### config.mk
export PLATFORM = sky130hd
export DESIGN_NAME = camera_patrol_ctrl
export DESIGN_NICKNAME = d
export VERILOG_FILES = /design/src/rtl/camera_patrol_ctrl.sv
export SDC_FILE = /design/constraint.sdc
export NUM_CORES = 1
export LEC_CHECK = 0
export BUFFER_PORTS_ARGS = -buffer_cell sky130_fd_sc_hd__buf_2
export CORE_MARGIN = 3
export CORE_UTILIZATION = 56
export CTS_BUF_LIST = sky130_fd_sc_hd__clkbuf_16
export CTS_CLUSTER_SIZE = 25
export DETAILED_ROUTE_END_ITERATION = 7
export GPL_TIMING_DRIVEN = 0
export PLACE_DENSITY = 0.78
export SLEW_MARGIN = 20
export SYNTH_ARGS = -nofsm -noshare
export SYNTH_HDL_FRONTEND = slang
export SYNTH_SLANG_ARGS = --single-unit
### constraint.sdc
create_clock -name frame_clk -period 2.65 [get_ports frame_clk]
set_input_delay 0.53 -clock frame_clk [delete_from_list [all_inputs] [get_ports frame_clk]]
set_output_delay 0.53 -clock frame_clk [all_outputs]
set_load 0.05 [all_outputs]
### src/rtl/camera_patrol_ctrl.sv
// Security-camera patrol controller: pans between two X limits, dwells at each end and
// raises a timed alert after a debounced player sighting, then resumes where it left off.
module camera_patrol_ctrl #(
   parameter logic [9:0] LEFT_LIMIT    = 10'd40,
   parameter logic [9:0] RIGHT_LIMIT   = 10'd600,
   parameter logic [7:0] DWELL_FRAMES  = 8'd60,
   parameter logic [7:0] ALERT_FRAMES  = 8'd120,
   parameter logic [3:0] DETECT_FRAMES = 4'd3
) (
   input  logic       frame_clk,
   input  logic       Reset,
   input  logic       enable,
   input  logic [9:0] camX,
   input  logic       player_in_view,
   output logic [1:0] direction_cam,
   output logic       alert,
   output logic [7:0] alert_count,
   output logic [2:0] patrol_state
);

   typedef enum logic [2:0] {
      StInit   = 3'd0,
      StPanR   = 3'd1,
      StDwellR = 3'd2,
      StPanL   = 3'd3,
      StDwellL = 3'd4,
      StAlert  = 3'd5
   } state_e;

   // Zero-length windows are treated as one frame so the terminal compare cannot wrap.
   localparam logic [7:0] DwellLast = (DWELL_FRAMES == 8'd0) ? 8'd0 : DWELL_FRAMES - 8'd1;
   localparam logic [7:0] AlertLast = (ALERT_FRAMES == 8'd0) ? 8'd0 : ALERT_FRAMES - 8'd1;
   localparam logic [3:0] SeenLast  = (DETECT_FRAMES == 4'd0) ? 4'd0 : DETECT_FRAMES - 4'd1;

   state_e     state_q, state_d;
   state_e     resume_q, resume_d;
   logic [7:0] dwell_cnt_q, dwell_cnt_d;
   logic [7:0] alert_cnt_q, alert_cnt_d;
   logic [7:0] alert_count_q, alert_count_d;
   logic [3:0] seen_cnt_q, seen_cnt_d;
   logic       detect;
   logic       at_right;
   logic       at_left;
   logic       enter_alert;

   assign detect   = player_in_view && (seen_cnt_q == SeenLast);
   assign at_right = (camX >= RIGHT_LIMIT);
   assign at_left  = (camX <= LEFT_LIMIT);

   always_comb begin
      state_d       = state_q;
      resume_d      = resume_q;
      dwell_cnt_d   = dwell_cnt_q;
      alert_cnt_d   = alert_cnt_q;
      alert_count_d = alert_count_q;
      enter_alert   = 1'b0;

      if (!player_in_view) begin
         seen_cnt_d = 4'd0;
      end else if (seen_cnt_q < DETECT_FRAMES) begin
         seen_cnt_d = seen_cnt_q + 4'd1;
      end else begin
         seen_cnt_d = seen_cnt_q;
      end

      if (!enable) begin
         state_d     = StInit;
         dwell_cnt_d = 8'd0;
         alert_cnt_d = 8'd0;
         seen_cnt_d  = 4'd0;
      end else begin
         unique case (state_q)
            StInit: state_d = StPanR;
            StPanR: begin
               // A sighting beats the limit; the limit is remembered via resume_d.
               if (detect) begin
                  enter_alert = 1'b1;
                  resume_d    = at_right ? StDwellR : StPanR;
               end else if (at_right) begin
                  state_d     = StDwellR;
                  dwell_cnt_d = 8'd0;
               end
            end
            StPanL: begin
               if (detect) begin
                  enter_alert = 1'b1;
                  resume_d    = at_left ? StDwellL : StPanL;
               end else if (at_left) begin
                  state_d     = StDwellL;
                  dwell_cnt_d = 8'd0;
               end
            end
            StDwellR: begin
               if (detect) begin
                  enter_alert = 1'b1;
                  resume_d    = StDwellR;
               end else if (dwell_cnt_q == DwellLast) begin
                  state_d = StPanL;
               end else begin
                  dwell_cnt_d = dwell_cnt_q + 8'd1;
               end
            end
            StDwellL: begin
               if (detect) begin
                  enter_alert = 1'b1;
                  resume_d    = StDwellL;
               end else if (dwell_cnt_q == DwellLast) begin
                  state_d = StPanR;
               end else begin
                  dwell_cnt_d = dwell_cnt_q + 8'd1;
               end
            end
            StAlert: begin
               if (player_in_view) begin
                  alert_cnt_d = 8'd0;
               end else if (alert_cnt_q == AlertLast) begin
                  state_d     = resume_q;
                  dwell_cnt_d = 8'd0;
               end else begin
                  alert_cnt_d = alert_cnt_q + 8'd1;
               end
            end
            default: state_d = StInit;
         endcase

         if (enter_alert) begin
            state_d     = StAlert;
            alert_cnt_d = 8'd0;
            if (alert_count_q != 8'hFF) begin
               alert_count_d = alert_count_q + 8'd1;
            end
         end
      end
   end

   always_ff @(posedge frame_clk) begin
      if (Reset) begin
         state_q       <= StInit;
         resume_q      <= StPanR;
         dwell_cnt_q   <= 8'd0;
         alert_cnt_q   <= 8'd0;
         alert_count_q <= 8'd0;
         seen_cnt_q    <= 4'd0;
      end else begin
         state_q       <= state_d;
         resume_q      <= resume_d;
         dwell_cnt_q   <= dwell_cnt_d;
         alert_cnt_q   <= alert_cnt_d;
         alert_count_q <= alert_count_d;
         seen_cnt_q    <= seen_cnt_d;
      end
   end

   always_comb begin
      unique case (state_q)
         StPanL:  direction_cam = 2'b00;
         StPanR:  direction_cam = 2'b01;
         default: direction_cam = 2'b11;
      endcase
   end

   assign alert        = (state_q == StAlert);
   assign alert_count  = alert_count_q;
   assign patrol_state = state_q;

endmodule

; ---- Word-level counts from Yosys, hierarchy flattened
; Cells that the tools add are included.
[word_totals]
word_cells = 101
reg_bits = 34
output_inout_bits = 14
[op_classes]
n_lt_le_gt_ge = 3
add_sub_neg = 4
eq_ne = 36
muxes = 34
n_reduce_logical = 15
n_bitwise = 2
[op_table]
columns = op, n
row1 = 8-bit two-way mux, 10
row2 = 3-bit two-way mux, 16
row3 = "2-bit inequality test, second input constant", 16
row4 = 8-bit one-hot mux with 4 select lines, 1
row5 = "8-bit by 1-bit adder with 8-bit output, second input constant", 3
row6 = "3-bit inequality test, second input constant", 8
row7 = 10-bit AND reduction, 2
row8 = 3-bit one-hot mux with 6 select lines, 1
row9 = 3-bit one-hot mux with 4 select lines, 1
row10 = "10-bit >= comparator, second input constant", 1
row11 = "10-bit by 6-bit <= comparator with 1-bit output, second input constant", 1
row12 = 9-bit AND reduction, 1
row13 = "8-bit by 6-bit equality test with 1-bit output, second input constant", 1
row14 = "8-bit by 7-bit equality test with 1-bit output, second input constant", 1
row15 = "8-bit inequality test, second input constant", 1
row16 = 4-bit nonzero test, 2
row17 = "3-bit by 2-bit equality test with 1-bit output, second input constant", 2
row18 = "3-bit equality test, second input constant", 2
row19 = 6-bit AND reduction, 1
row20 = 3-bit OR reduction, 2
row21 = "4-bit by 1-bit adder with 4-bit output, second input constant", 1
row22 = "4-bit by 2-bit equality test with 1-bit output, second input constant", 1
row23 = "4-bit by 2-bit < comparator with 1-bit output, second input constant", 1
row24 = 2-bit one-hot mux with 2 select lines, 1
row25 = other kinds (13), 17

; ---- Longest topological paths before layout
; Gate-level depths: netlist (run 1).
[logic_depth]
word_depth = 7
ltp_mapped = 7

; ---- Least setup slack after synthesis (run 1)
; Ideal clock, no wire load.
[synth_path]
kind = register to register
start = reg state_q[0] (netlist: patrol_state[0])
end = reg dwell_cnt_q[2]
t_arrival_ns = 2.503
stages_incl_launch_ff = 8
slack_ns = 0.056
path_buffers = 2
period_less_slack_ns = 2.594
setup_time_ns = 0.091
required_time_ns = 2.559
cell_sequence = dfxtp_1 > buf_2 > and3b_1 > clkbuf_1 > a21boi_2 > a21oi_2 > nor3b_2 > a311oi_1
[synth_lines]
columns = element, line
row1 = from (decl), 35  ; state_e state_q, state_d;
row2 = from (signal assigned), 138  ; state_q <= StInit;
row3 = from (signal assigned), 145  ; state_q <= state_d;
row4 = 3-bit equality test *, n/a
row5 = via alert, 16  ; output logic alert,
row6 = "4-bit nonzero test (no source line), or another cell as far along", n/a
row7 = 9-bit AND reduction (no source line), n/a
row8 = to (signal assigned), 147  ; dwell_cnt_q <= dwell_cnt_d;
row9 = to (decl), 37  ; logic [7:0] dwell_cnt_q, dwell_cnt_d;
; The timed path passes the listed nets; every way through them passes the cells marked *.
; A chain may end at the register's enable or synchronous reset.

; ---- Final worst setup path (run 1)
[layout_path]
start = reg alert_cnt_q[0]
end = reg dwell_cnt_q[2]
[layout_between]
elab_chain_len = 3
[layout_rtl]
columns = element, line
row1 = from (decl), 38  ; logic [7:0] alert_cnt_q, alert_cnt_d;
row2 = from (signal assigned), 148  ; alert_cnt_q <= alert_cnt_d;
row3 = 8-bit by 7-bit equality test with 1-bit output, 116  ; end else if (alert_cnt_q == AlertLast) begin
row4 = 2-bit by 1-bit inequality test with 1-bit output (no source line), n/a
row5 = 9-bit AND reduction (no source line), n/a
; No other way between the ends.

==> results of run 1 <==
[worst min-delay path by stage]
| stage | from | endpoint | slack (ps) |
|---|---|---|---|
| floorplan | resume_q[1] | resume_q[1] | 440 |
| global placement | resume_q[1] | resume_q[1] | 460 |
| detailed placement | resume_q[1] | resume_q[1] | 460 |
| CTS | resume_q[1] | resume_q[1] | 470 |
| global route | resume_q[1] | resume_q[1] | 490 |
| finish | resume_q[1] | resume_q[1] | 470 |
[final cells by class]
| cell class | count | area (um2) |
|---|---|---|
| timing repair buffer | 27 | 135.1 |
| sequential | 34 | 680.7 |
| inverter | 5 | 18.77 |
| buffer | 7 | 38.79 |
| tap | 44 | 55.05 |
| fill | 296 | 924.6 |
| multi-input combinational | 179 | 1159 |
| clock buffer | 5 | 125.1 |
| clock inverter | 3 | 16.27 |
[cells by family after synthesis]
kind of cell,count (synthesis)
simple gates,105
flops,34
fa+ha+maj,5
buf+inv,12
xor+xnor,11
mux,4
compound gates,54
[stage by stage]
step,total power [mW],std cells,cell area [um2],setup WS (ps)
CTS,1.159,304,2228,357.3
floorplan,0.5776,225,1897,55.83
finish,1.148,304,2228,353.6
global placement,0.6040,296,2087,348.0
global route,1.189,304,2228,192.2
detailed placement,0.6047,296,2087,370.6
[power by group]
group          switching, mW  leakage, nW  internal, mW
Clock                  0.211       0.0672         0.342
Combinational         0.0506        0.527        0.0279
Sequential           0.00163        0.274         0.514
Total                  0.264        0.868         0.884
[worst min-delay path: cells and delay by family (launching register included)]
family           cells  cell delay (ps)
flip-flops           1              310
AND/OR/NAND/NOR      1               50
AO/OA/AOI/OAI        1               60
[cells in the final DEF (no fill, tap or decap), types with 2 or more instances in the layout]
| cell | n |
|---|---|
| ha_1 | 5 |
| xnor2_1 | 2 |
| a31oi_1 | 7 |
| nand2b_1 | 8 |
| buf_2 | 28 |
| and3_1 | 8 |
| or3_1 | 4 |
| clkbuf_1 | 4 |
| a211o_1 | 3 |
| inv_1 | 5 |
| o21bai_1 | 2 |
| o211ai_1 | 3 |
| dfxtp_1 | 34 |
| nand4_1 | 4 |
| nand2_1 | 18 |
| a211oi_1 | 3 |
| nor3_1 | 8 |
| or4_1 | 2 |
| xor2_1 | 9 |
| nor2b_1 | 2 |
| clkbuf_16 | 5 |
| nand3b_1 | 2 |
| and2_1 | 4 |
| o21a_1 | 3 |
| nor4_1 | 3 |
| a21o_1 | 5 |
| mux2i_1 | 4 |
| a311oi_1 | 2 |
| a21oi_1 | 7 |
| o21ai_0 | 12 |
| nand3_1 | 10 |
| nor2_1 | 21 |
[routing by layer]
| metal | routed length, um | part of all wire [%] |
|---|---|---|
| met5 | 0 | 0 |
| met4 | 51 | 1.3 |
| met3 | 160 | 4.0 |
| met2 | 1802 | 45 |
| met1 | 1973 | 49 |
[state kept, by name, indices dropped and copies added (netlist names)]
signal	count
alert_cnt_q	8
alert_count	8
dwell_cnt_q	8
seen_cnt_q	4
patrol_state	3
resume_q	3
==> results.py, run 1 <==
metrics = {
    "status": {
        "status": "complete, no violations",
    },
    "timing": {
        "hold_viol_final": 0,
        "setup_viol": 0,
        "finalCritPeriodShare_pct": 86.66,
        "rsz0062_at_grt": "false",
        "finClkSkew_ps": 3.732,
        "fmax_ghz": 0.4355,
        "slew_viol_final": 0,
        "tightest_slew_ps": 723.3,
        "holdWs_ps": 467.7,
        "slew_headroom_pct": 51.78,
        "period_needed_ps": 2296,
        "tns_ps": 0,
    },
    "critical_path": {
        "start_kind": "flip-flop",
        "reg2reg_depth": 6,
        "crit_type": "flip-flop to flip-flop",
        "reg2reg_setup_slack_ps": 350,
        "rr_endpoint": "dwell_cnt_q[2]",
        "worstPathRequired_ps": 2780,
        "rr_startpoint": "alert_cnt_q[0]",
        "cp.buffers_inverters": 0,
        "path_cells": "ha_1 > nor4bb_1 > a21boi_2 > a21oi_2 > nor3b_2 > a311oi_1",
        "crit_family": "simple AND/OR/NAND/NOR gates",
        "crit_end": "dwell_cnt_q[2]",
        "slowest_delay_ps": 520,
        "endpoint_kind": "flip-flop",
        "arrival_ps": 2430,
        "cp.depth": 6,
        "cp_max_fo": 9,
        "worst_path_max_delay_cell": "nor3b_2",
        "startpoint": "alert_cnt_q[0]",
    },
    "grt": {
        "top_usage_layer": "met2",
        "grtUsageMet1_pct": 28.01,
        "first_global_vias": 1623,
        "grt_overflow": 0,
        "grt_max_degree": 12,
        "met2_usage_pct": 35.48,
        "grt_pass1_wl_um": 7107,
        "antenna_found_initial": 0,
        "grtUsageTotal_pct": 21.50,
        "met3_usage_pct": 4.218,
    },
    "floorplanning": {
        "io_pins": 28,
        "die_height_um": 64.20,
        "core_um2": 3153,
        "initial_core_util_pct": 60.16,
        "dieArea_um2": 4122,
        "num_rows": 20,
        "chipWidth_um": 64.20,
    },
    "drt": {
        "totalWireLength_um": 3987,
        "remaining_drc_errors": 0,
        "dr.pass1.iters": 4,
        "ant_nets": 0,
        "wl_per_cell_um": 13.12,
        "drtIter0Drc": 163,
        "viasPerCell": 5.711,
        "vias": 1736,
    },
    "cells_and_area": {
        "post-route-util_pct": 70.67,
        "syn_to_final_growth_pct": 17.48,
        "layout-drive-gt1-share_pct": 17.31,
        "final_nets": 278,
        "diodes": 0,
    },
    "synth": {
        "yosys.area.top_type": "dfxtp_1",
        "synth-simple-area-share_pct": 31.00,
        "synth_seq_cells": 34,
        "synth_fa_ha_area_share_pct": 3.298,
        "netlist_instances": 225,
        "synth_top_area_share_pct": 35.88,
        "muxShareOfSynthArea_pct": 2.111,
        "ys_warn_count": 0,
        "synth-xor-area-share_pct": 5.079,
        "ys.flop_type": "dfxtp_1",
        "synth.avg_cell_area_um2": 8.430,
        "ys_seq_area_share_pct": 35.88,
        "synth_top_family_by_area": "simple AND/OR/NAND/NOR gates",
        "yosysUniqueCellTypes": 51,
        "synthArstFlopShare_pct": 0,
        "syn-cell-area_um2": 1897,
        "synth-edff-count": 0,
        "synthTopCellsByCount": "34 x dfxtp_1, 21 x nor2_1, 18 x nand2_1",
        "synthTopCellsByArea": "dfxtp_1 36%, nor2_1 4.2%, xor2_1 4.2%",
        "yosysMostFrequentCell": "dfxtp_1",
        "synth_compound_area_share_pct": 19.59,
        "synth_nets": 244,
    },
    "clock_tree": {
        "cts_root_buffer": "clkbuf_16",
        "cts.clk_slew.worst_paths_ps": 60,
        "cts_tree": "built",
        "clk_latency_ps": 270,
        "clk_path_buf_depth": 2,
        "cts_setup_buffers": 0,
        "holdBufCountCts": 0,
        "cts.sinks": 34,
        "cts-resized-gates": 0,
        "htreeDepth": 2,
        "cts_buffers": 5,
    },
    "pwr": {
        "leakagePower_nw": 0.8681,
        "power.density_nw_per_um2": 515.1,
        "ir_worst_vdd_uv": 376.4,
    },
    "hold_path": {
        "hold_path_depth": 2,
        "hold_class": "flip-flop to flip-flop",
    },
    "job": {
        "drv_cap": 0,
    },
    "placed_design": {
        "io_buffers": 27,
        "dp_hpwl_um": 2943,
        "place.gp.congestion": 0.8130,
    },
}
Power figures use the tool's default switching activity.
==> run 2: changes to the inputs <==
--- a/config.mk
+++ b/config.mk
@@ -12,6 +12,7 @@
 export CTS_CLUSTER_SIZE = 25
 export DETAILED_ROUTE_END_ITERATION = 7
 export GPL_TIMING_DRIVEN = 0
+export MAX_ROUTING_LAYER = met4
 export PLACE_DENSITY = 0.78
 export SLEW_MARGIN = 20
 export SYNTH_ARGS = -nofsm -noshare
==> run 2 against run 1 <==
Total power hardly changed. Cell area stayed put. Count of clock-buffer cells in the layout stayed put. Hold slack hardly changed. Wire length stayed put. Combinational power hardly changed. First-iteration DRC count is 0.61% lower. Utilization stayed put. Maximum frequency stayed put. Clock power hardly changed. Setup slack hardly changed. Global-route usage is 0.59 points higher.
==> results.py, run 2 (synthesized netlist as in run 1, its figures left out) <==
metrics = {
    "critical_path": {
        "crit_type": "flip-flop to flip-flop",
        "rr_startpoint": "alert_cnt_q[0]",
        "endpoint_kind": "flip-flop",
        "slowest_delay_ps": 520,
        "cp.buffers_inverters": 0,
        "arrival_ps": 2430,
        "cp_max_fo": 9,
        "worst_path_max_delay_cell": "nor3b_2",
        "worstPathRequired_ps": 2780,
        "start_kind": "flip-flop",
        "path_cells": "ha_1 > nor4bb_1 > a21boi_2 > a21oi_2 > nor3b_2 > a311oi_1",
        "startpoint": "alert_cnt_q[0]",
        "crit_family": "simple AND/OR/NAND/NOR gates",
    },
    "clock_tree": {
        "cts-resized-gates": 0,
        "htreeDepth": 2,
        "cts_root_buffer": "clkbuf_16",
        "clk_path_buf_depth": 2,
        "clk_latency_ps": 270,
        "cts.clk_slew.worst_paths_ps": 60,
        "cts_buffers": 5,
        "cts_tree": "built",
        "cts_setup_buffers": 0,
        "holdBufCountCts": 0,
        "cts.sinks": 34,
    },
    "cells_and_area": {
        "final_nets": 278,
        "layout_common_cells": "34 x dfxtp_1, 28 x buf_2, 21 x nor2_1, 18 x nand2_1, 12 x o21ai_0",
        "layout-drive-gt1-share_pct": 17.31,
        "diodes": 0,
        "fin_area_um2": 2228,
        "final_common_cell": "dfxtp_1",
        "fillerInstances": 296,
        "syn_to_final_growth_pct": 17.48,
    },
    "drt": {
        "wl_per_cell_um": 13.12,
        "remaining_drc_errors": 0,
        "ant_nets": 0,
        "dr.pass1.iters": 4,
        "totalWireLength_um": 3987,
        "viasPerCell": 5.711,
        "vias": 1736,
        "drtIter0Drc": 162,
    },
    "timing": {
        "setup_viol": 0,
        "fin_ws_ps": 353.6,
        "finClkSkew_ps": 3.732,
        "finalCritPeriodShare_pct": 86.66,
        "slew_viol_final": 0,
        "slew_headroom_pct": 51.78,
        "fmax_ghz": 0.4355,
        "period_needed_ps": 2296,
        "tns_ps": 0,
        "tightest_slew_ps": 723.3,
        "rsz0062_at_grt": "false",
        "hold_viol_final": 0,
    },
    "pwr": {
        "power_frac_comb_pct": 6.8,
        "sequentialPowerShare_pct": 44.9,
        "power.density_nw_per_um2": 515.1,
        "ir_worst_vdd_uv": 376.4,
        "internal_power_mw": 0.8841,
        "pwr-share-clk_pct": 48.3,
        "p_sw_mw": 0.2637,
        "leakagePower_nw": 0.8681,
        "power_switching_share_pct": 22.97,
    },
    "grt": {
        "met3_usage_pct": 4.218,
        "grt_overflow": 0,
        "antenna_found_initial": 0,
        "grtUsageTotal_pct": 22.09,
        "met2_usage_pct": 35.48,
        "grtUsageMet1_pct": 28.01,
        "first_global_vias": 1626,
        "grt_pass1_wl_um": 7100,
        "grt_max_degree": 12,
        "top_usage_layer": "met2",
    },
    "placed_design": {
        "dp_hpwl_um": 2943,
        "place.gp.congestion": 0.8251,
        "preCtsSetupSlack_ps": 370.6,
        "io_buffers": 27,
        "placed_cell_area_um2": 2087,
    },
    "floorplanning": {
        "io_pins": 28,
        "initial_core_util_pct": 60.16,
        "dieArea_um2": 4122,
        "die_height_um": 64.20,
        "num_rows": 20,
        "core_um2": 3153,
        "chipWidth_um": 64.20,
    },
    "hold_path": {
        "hold_class": "flip-flop to flip-flop",
        "min-delay-start": "resume_q[1]",
    },
    "job": {
        "drv_cap": 0,
    },
    "status": {
        "status": "complete, no violations",
    },
}
run 2: cell counts in the layout (fill, tap and decap cells not counted):
Identical to the previous run, type by type.
run 2: routing by layer:
layer | wire [um] | share of wire (%) | vias up
met3 | 159 | 4.0 | 6
met2 | 1802 | 45 | 36
li1 | - | - | 898
met1 | 1973 | 49 | 796
met5 | 0 | 0 | -
met4 | 51 | 1.3 | 0
run 2: path summary, 6_finish.rpt:
check / cells past startpoint / to / slack [ps]
setup / recovery: 6 / dwell_cnt_q[2] / 350
hold reg to reg: 2 / resume_q[1] / 470
setup reg to reg: 6 / dwell_cnt_q[2] / 350
hold / removal: 2 / resume_q[1] / 470
run 2: power groups by stage:
stage / clock, mW / sequential, mW / combinational, mW
2_1_floorplan: 0 / 0.531 / 0.0464
3_3_place_gp: 0 / 0.526 / 0.0777
3_5_place_dp: 0 / 0.526 / 0.0783
4_1_cts: 0.565 / 0.515 / 0.0786
5_1_grt: 0.587 / 0.516 / 0.0863
6_report: 0.554 / 0.515 / 0.0785
run 2: area by class of cell:
type                       count  area (um2)  share of cell area (%)
inverter                       5       18.77                  0.8422
buffer                         7       38.79                   1.741
clock buffer                   5       125.1                   5.615
timing repair buffer          27       135.1                   6.064
clock inverter                 3       16.27                  0.7299
tap                           44       55.05                   2.471
sequential                    34       680.7                   30.54
multi-input combinational    179        1159                   51.99
run 2: tightest hold or removal path: stages, from the launching register on:
cell,delay (ps)
dfxtp_1,310
nand2_1,50
a21oi_1,60
run 2: stage by stage:
stage | cells | total power, mW | hold slack [ps] | util [%]
final | 304 | 1.148 | 467.7 | 70.67
after global routing | 304 | 1.189 | 489.7 | 70.67
after CTS | 304 | 1.159 | 467.5 | 70.67
after detailed placement | 296 | 0.6047 | 459.8 | 66.19
after global placement | 296 | 0.6040 | 455.6 | 66.19
after floorplan | 225 | 0.5776 | 436.3 | -
